`src/rtl/alu_operand_seq.sv`:
```
// Operand-entry sequencer feeding the 4-bit ALU: synchronised, debounced
// buttons step a 4-state FSM that captures A, B and op from the switches.
module alu_operand_seq #(
   parameter int unsigned DEBOUNCE_CYCLES = 16
) (
   input  logic       clk,
   input  logic       rst,
   input  logic [3:0] sw,
   input  logic [2:0] op_sw,
   input  logic       btn_next,
   input  logic       btn_clr,
   output logic [3:0] a,
   output logic [3:0] b,
   output logic [2:0] op,
   output logic       valid,
   output logic [1:0] state,
   output logic [7:0] op_count
);

   localparam int unsigned CW = 16;
   localparam int unsigned NB = 2;

   typedef enum logic [1:0] {
      S_A    = 2'd0,
      S_B    = 2'd1,
      S_OP   = 2'd2,
      S_SHOW = 2'd3
   } state_t;

   state_t cur, nxt;

   // Index 0 is the next button, index 1 the clear button.
   logic [NB-1:0] btn_raw;
   logic [NB-1:0] sync1, sync2, deb, deb_q, pulse;
   logic [CW-1:0] cnt [NB];

   logic [3:0] a_nxt, b_nxt;
   logic [2:0] op_nxt;
   logic       valid_nxt;
   logic [7:0] op_count_nxt;
   logic       next_pulse, clr_pulse;

   assign btn_raw = {btn_clr, btn_next};

   // Synchroniser, debounce counter and edge-detect history for both buttons.
   // A level is accepted on the first differing sample after the counter has
   // already reached DEBOUNCE_CYCLES.
   always_ff @(posedge clk) begin
      if (rst) begin
         sync1 <= '0;
         sync2 <= '0;
         deb   <= '0;
         deb_q <= '0;
         for (int i = 0; i < NB; i++) cnt[i] <= '0;
      end else begin
         sync1 <= btn_raw;
         sync2 <= sync1;
         deb_q <= deb;
         for (int i = 0; i < NB; i++) begin
            if (sync2[i] == deb[i]) begin
               cnt[i] <= '0;
            end else if (cnt[i] == CW'(DEBOUNCE_CYCLES)) begin
               deb[i] <= sync2[i];
               cnt[i] <= '0;
            end else begin
               cnt[i] <= cnt[i] + CW'(1);
            end
         end
      end
   end

   assign pulse      = deb & ~deb_q;
   assign next_pulse = pulse[0];
   assign clr_pulse  = pulse[1];

   // FSM state and captured operand registers.
   always_ff @(posedge clk) begin
      if (rst) begin
         cur      <= S_A;
         a        <= '0;
         b        <= '0;
         op       <= '0;
         valid    <= 1'b0;
         op_count <= '0;
      end else begin
         cur      <= nxt;
         a        <= a_nxt;
         b        <= b_nxt;
         op       <= op_nxt;
         valid    <= valid_nxt;
         op_count <= op_count_nxt;
      end
   end

   // Next-state and capture logic; clear overrides a coincident next press.
   always_comb begin
      nxt          = cur;
      a_nxt        = a;
      b_nxt        = b;
      op_nxt       = op;
      valid_nxt    = valid;
      op_count_nxt = op_count;
      if (clr_pulse) begin
         nxt          = S_A;
         a_nxt        = '0;
         b_nxt        = '0;
         op_nxt       = '0;
         valid_nxt    = 1'b0;
         op_count_nxt = '0;
      end else if (next_pulse) begin
         case (cur)
            S_A: begin
               a_nxt = sw;
               nxt   = S_B;
            end
            S_B: begin
               b_nxt = sw;
               nxt   = S_OP;
            end
            S_OP: begin
               op_nxt       = op_sw;
               valid_nxt    = 1'b1;
               op_count_nxt = op_count + 8'd1;
               nxt          = S_SHOW;
            end
            S_SHOW: begin
               valid_nxt = 1'b0;
               nxt       = S_A;
            end
            default: nxt = S_A;
         endcase
      end
   end

   assign state = cur;

endmodule

```
`config.mk`:
```
export PLATFORM = sky130hd
export DESIGN_NAME = alu_operand_seq
export DESIGN_NICKNAME = d
export VERILOG_FILES = /design/src/rtl/alu_operand_seq.sv
export SDC_FILE = /design/constraint.sdc
export NUM_CORES = 1
export LEC_CHECK = 0
export BUFFER_PORTS_ARGS = -buffer_cell sky130_fd_sc_hd__buf_2
export CAP_MARGIN = 20
export CORE_UTILIZATION = 39
export CTS_CLUSTER_DIAMETER = 100
export DETAILED_ROUTE_END_ITERATION = 16
export GPL_ROUTABILITY_DRIVEN = 0
export GPL_TIMING_DRIVEN = 0
export PLACE_DENSITY = 0.67
export SLEW_MARGIN = 20
export SYNTH_ARGS = -nofsm -noshare
export SYNTH_HDL_FRONTEND = slang
export SYNTH_SLANG_ARGS = --single-unit
```
`constraint.sdc`:
```
create_clock -name clk -period 1.8 [get_ports clk]
set_input_delay 0.27 -clock clk [delete_from_list [all_inputs] [get_ports clk]]
set_output_delay 0.27 -clock clk [all_outputs]
set_load 0.02 [all_outputs]
```
==> results.yml, run 1 <==
worst_setup_path:
  cp-start-kind: "flop"
  arrival_ps: 1840
  crit_type: "flop to flop"
  worstPathRequired_ps: 1890
  path_cells: "inv_1 -> ha_1 -> nor4b_1 -> nand4_1 -> buf_4 -> nand2_2 -> nor2_1"
  cp-end-kind: "flop"
  crit_fanout: 7
  path_buf_inv: 2
  cpLargestDelayFamily: "simple AND/OR/NAND/NOR gates"
  max_stage_delay_ps: 460
  cpMaxStageDelayCell: "edfxtp_1"
clock_tree:
  ctsHoldBuffers: 0
  clk_pin_slew_ps: 70
  cts_tree: "built"
  clock_latency_ps: 350
  h-tree-depth: 3
  cts_buffer_depth: 2
  cts_sinks: 62
  cts_made_buffers: 9
  cts-root-buf: "clkbuf_8"
floorplanning:
  num_rows: 31
  io_pins: 33
  fp.dieH_um: 89.4
  dieArea_um2: 7990
  die_w_um: 89.4
  coreArea_um2: 7330
  initial_core_util: 0.406
sta:
  fin_hold_ws_ps: 137
  fin_worst_skew_ps: 11.8
  hold_viol: 0
  finalCriticalPeriod_ps: 1740
  max_slew.worst_pin.slew_ps: 516
  setup_viol: 0
  max_slew_margin: 0.656
  fin_crit_sh: 0.968
  fmax_ghz: 0.574
  finalMaxSlewViolations: 0
  fin_tns_setup_ps: 0
status:
  status: "finished, final reports clean"
final_layout:
  fill_cells: 683
  multi_input_area_um2: 1490
  synthToLayoutAreaGrowth_pct: 24.0
  final_layout_size_suffix_gt1_frac: 0.193
  instances_no_fill: 497
  fin_nets: 414
  mostFrequentLayoutCells: "nor2_1 (45), buf_2 (34), edfxtp_1 (32), conb_1 (32), dfxtp_1 (30)"
  diodes: 0
  layout.area.seq_um2: 1560
  final_common_cell: "nor2_1"
grt:
  grt_antenna_before_repair: 0
  grt_max_degree: 16
  grt_overflow_total: 0
  grt_pass1_vias: 2111
  grt_pass1_wl_um: 9350
  grtUsageTotal: 0.154
place:
  io_buffers: 32
  dp_cells: 470
  dp.final_hpwl_um: 3950
synthesis:
  synth_area_per_cell_um2: 9.66
  ys_ff_latch: 62
  syn_inst: 308
  synth_seq_area_share: 0.525
  yosysWarnings: 0
  synthDistinctLibCells: 34
  synth_area_um2: 2980
power:
  p_leak_nw: 1.37
  peakVddDrop_uv: 472
  p_total_mw: 2.80
  powerDensity_nw_per_um2: 760
drt:
  routed_via_density: 4.86
  wire_per_inst_um: 11.8
  drt-total-wl_um: 5850
  first_iter_violations: 89
  drc: 0
  first_pass_iters: 4
  dr_total_vias: 2413
  postRouteAntennaNets: 0
job:
  cap_violations: 0
hold_path:
  min_path_type: "input pin to flop"
==> stage by stage <==
| step | setup slack, ps | util | area [um^2] |
|---|---|---|---|
| after floorplan | 82.2 | - | 3090 |
| after global placement | -206 | 0.461 | 3380 |
| after detailed placement | -203 | 0.461 | 3380 |
| after CTS | 13.7 | 0.489 | 3590 |
| after global routing | -148 | 0.503 | 3690 |
| final | 58.2 | 0.503 | 3690 |
==> flip-flops by register name, summed over array words and instances (netlist names) <==
signal / count
state: 2
cnt: 32
sync2: 2
valid: 1
sync1: 2
op: 3
b: 4
deb: 2
deb_q: 2
a: 4
op_count: 8
==> Yosys cell counts <==
cell type  number  share of area
a211oi_1        2         0.0050
a21o_1          1         0.0025
a21oi_1        21          0.035
a31o_2          1         0.0029
and3_1          2         0.0042
and3_2          1         0.0025
buf_2           4         0.0067
clkbuf_1        7         0.0088
conb_1          1         0.0013
dfxtp_1        30           0.20
edfxtp_1       32           0.32
ha_1           10          0.042
inv_1          13          0.016
mux2i_1         2         0.0067
nand2_1        27          0.034
nand3_1        24          0.040
nand4_1        10          0.021
nand4_4         1         0.0071
nand4b_1        1         0.0029
nor2_1         46          0.058
nor2b_1         7          0.015
nor3_1          9          0.015
nor4_1          8          0.017
nor4b_1         4          0.012
o21ai_0         4         0.0067
o31ai_1         1         0.0025
o41ai_1         1         0.0029
or2_0           1         0.0021
or2_1           1         0.0021
or3_1           4         0.0084
or4_1           1         0.0025
or4b_1          1         0.0034
xnor2_1        23          0.068
xor2_1          7          0.021
==> worst register-to-register path: stages (launching register included) <==
cell and delay, ps:
edfxtp_1 460, inv_1 90, ha_1 150, nor4b_1 270
nand4_1 130, buf_4 180, nand2_2 160, nor2_1 60
==> report_power, final <==
group	total [mW]	internal, mW	switching, mW
Clock	1.13	0.516	0.610
Combinational	0.121	0.0524	0.0686
Sequential	1.56	1.52	0.0388
Total	2.80	2.09	0.718
==> final timing paths <==
path	startpoint	slack [ps]	depth (start not counted)	end
setup reg to reg	cnt[0][0]$_SDFFCE_PN0P_	60	7	cnt[0][9]$_SDFFCE_PN0P_
hold / removal	btn_clr	140	2	sync1[1]$_SDFF_PP0_
hold reg to reg	sync1[0]$_SDFF_PP0_	440	1	sync2[0]$_SDFF_PP0_
setup / recovery	cnt[0][0]$_SDFFCE_PN0P_	60	7	cnt[0][9]$_SDFFCE_PN0P_
==> kinds of logic after synthesis <==
logic type      after synthesis  synth area share
fa+ha+maj                    10            0.0420
compound gates               31            0.0580
flops                        62             0.525
mux                           2           0.00673
buf+inv                      24            0.0319
xor+xnor                     30            0.0883
simple gates                148             0.247
other cells                   1           0.00126
==> routing by layer <==
metal | GRT usage | vias to the layer above | wire, um
met5 | 0 | - | 0
met4 | 0.0880 | 0 | 92
met3 | 0.0397 | 10 | 297
met2 | 0.234 | 57 | 2730
met1 | 0.198 | 1121 | 2730
li1 | - | 1225 | -
==> repair_timing <==
action / in CTS / in global routing
endpoints found under the setup margin: 26 / 33
pin swaps: 4 / 5
setup buffers: 4 / 8
resized for setup: 4 / 8
gates cloned: 0 / 1
==> area by class of cell <==
type | instances | share of cell area
flip-flops and latches | 62 | 0.423
plain buffers | 9 | 0.0108
clock inverters | 7 | 0.0146
clock buffers | 9 | 0.0336
well taps | 99 | 0.0336
repair buffers | 44 | 0.0678
multi-input cells | 254 | 0.403
inverters | 13 | 0.0132
Power figures use the tool's default switching activity.
==> run 2, diff against run 1 <==
--- a/config.mk
+++ b/config.mk
@@ -7,6 +7,7 @@
 export LEC_CHECK = 0
 export BUFFER_PORTS_ARGS = -buffer_cell sky130_fd_sc_hd__buf_2
 export CAP_MARGIN = 20
+export CORE_MARGIN = 1.5
 export CORE_UTILIZATION = 39
 export CTS_CLUSTER_DIAMETER = 100
 export DETAILED_ROUTE_END_ITERATION = 16
==> run 2 against run 1 <==
  * Combinational power increased by 5%
  * Wire length increased by 0.53%
  * Clock skew about the same
  * Power increased by 2.7%
  * Largest cell class unchanged
  * Highest routed layer unchanged
  * Worst hold slack improved by 13 ps
==> results.yml, run 2 (same netlist as run 1, synthesis figures left out) <==
status:
  status: "finished, final reports clean"
floorplanning:
  initial_core_util: 0.406
  dieArea_um2: 8170
  coreArea_um2: 7330
  die_w_um: 90.4
  num_rows: 31
  fp.dieH_um: 90.4
  io_pins: 33
hold_path:
  min_path_type: "input pin to flop"
worst_setup_path:
  path_buf_inv: 0
  cp-start-kind: "flop"
  crit_type: "flop to flop"
  max_stage_delay_ps: 520
  arrival_ps: 1900
  path_cells: "nand3_1 -> or2_1 -> or4_1 -> a21oi_1"
  worstPathRequired_ps: 1980
  cpLargestDelayFamily: "simple AND/OR/NAND/NOR gates"
  cp-end-kind: "flop"
  cpMaxStageDelayCell: "or4_1"
  crit_fanout: 5
clock_tree:
  cts_sinks: 62
  h-tree-depth: 3
  cts-root-buf: "clkbuf_8"
  clk_pin_slew_ps: 70
  clock_latency_ps: 330
  ctsHoldBuffers: 0
  cts_made_buffers: 9
  cts_tree: "built"
  cts_buffer_depth: 2
drt:
  routed_via_density: 4.80
  drt-total-wl_um: 5880
  postRouteAntennaNets: 0
  wire_per_inst_um: 11.8
  first_pass_iters: 4
  drc: 0
  dr_total_vias: 2402
  first_iter_violations: 140
grt:
  grtUsageTotal: 0.153
  grt_overflow_total: 0
  grt_max_degree: 16
  grt_pass1_wl_um: 10100
  grt_antenna_before_repair: 0
  grt_pass1_vias: 2278
final_layout:
  regMostFlops: "cnt"
  final_common_cell: "nor2_1"
  largest_reg_flops: 32
  largestRegisters: "cnt: 32 flops, op_count: 8 flops"
  synthToLayoutAreaGrowth_pct: 25.1
  mostFrequentLayoutCells: "nor2_1 (45), buf_2 (34), edfxtp_1 (32), conb_1 (32), dfxtp_1 (30)"
  final_layout_size_suffix_gt1_frac: 0.197
  instances_no_fill: 500
  fin_nets: 417
  diodes: 0
job:
  cap_violations: 0
sta:
  setup_viol: 0
  finalCriticalPeriod_ps: 1720
  max_slew_margin: 0.665
  max_slew.worst_pin.slew_ps: 503
  fin_crit_sh: 0.955
  hold_viol: 0
  fmax_ghz: 0.582
  fin_worst_skew_ps: 11.6
  fin_hold_ws_ps: 150
  finalMaxSlewViolations: 0
power:
  powerDensity_nw_per_um2: 773
  p_sw_frac: 0.232
  power.internal_mw: 2.21
  p_leak_nw: 1.39
  peakVddDrop_uv: 481
  p_switching_mw: 0.668
  clockPowerShare: 0.415
  combPwrFrac: 0.044
  seqPwrFrac: 0.541
place:
  io_buffers: 32
  dp_cells: 470
  dp.final_hpwl_um: 3970
-- run 2: path summary, 6_finish.rpt --
path	from	to	slack [ps]	cells after the start
setup / recovery	cnt[1][8]$_SDFFCE_PN0P_	cnt[1][15]$_SDFFCE_PN0P_	80	4
hold / removal	btn_next	sync1[0]$_SDFF_PP0_	150	2
setup reg to reg	cnt[1][8]$_SDFFCE_PN0P_	cnt[1][15]$_SDFFCE_PN0P_	80	4
hold reg to reg	sync1[1]$_SDFF_PP0_	sync2[1]$_SDFF_PP0_	440	1
-- run 2: cell type report --
type | count | area (um^2)
fill | 660 | 3610
sequential | 62 | 1560
multi-input combinational | 254 | 1490
timing repair buffer | 47 | 273
clock buffer | 10 | 128
tap | 99 | 124
clock inverter | 6 | 60.1
inverter | 13 | 48.8
buffer | 9 | 40.0
-- run 2: per-stage QoR --
step / power (mW) / util / setup TNS, ps / setup WS [ps] / cell area, um^2
after global placement: 1.69 / 0.461 / -3770 / -212 / 3380
final: 2.88 / 0.508 / 0 / 80.5 / 3720
after global routing: 3.00 / 0.508 / -10.6 / -5.69 / 3720
after CTS: 2.88 / 0.489 / 0 / 9.69 / 3590
after detailed placement: 1.70 / 0.461 / -3730 / -197 / 3380
after floorplan: 1.66 / - / 0 / 82.2 / 3090
-- run 2: power groups by stage --
stage	clock, mW	sequential [mW]	combinational, mW
floorplan	0	1.58	0.0800
global placement	0	1.59	0.106
detailed placement	0	1.59	0.108
CTS	1.22	1.56	0.109
global route	1.30	1.56	0.144
finish	1.20	1.56	0.127
-- run 2: routing by layer --
metal | up-vias | part of all wire | global-route usage
met2 | 63 | 0.47 | 0.235
met3 | 4 | 0.047 | 0.0480
met1 | 1114 | 0.47 | 0.192
met5 | - | 0 | 0
met4 | 0 | 0.0092 | 0.0767
li1 | 1221 | - | -
-- run 2: timing repair --
item,in CTS,in global routing
hold endpoints to repair,0,0
buffers inserted,3,12
pin swaps,3,6
endpoints found under the setup margin,25,34
gates resized for setup,3,9
cloned,0,1
-- run 2: worst reg2reg max path, delay by kind of cell, from the launching register on --
kind	cells	cell delay (ps)
and+or+nand+nor	3	980
DFF	1	440
AOI/OAI and AO/OA	1	160
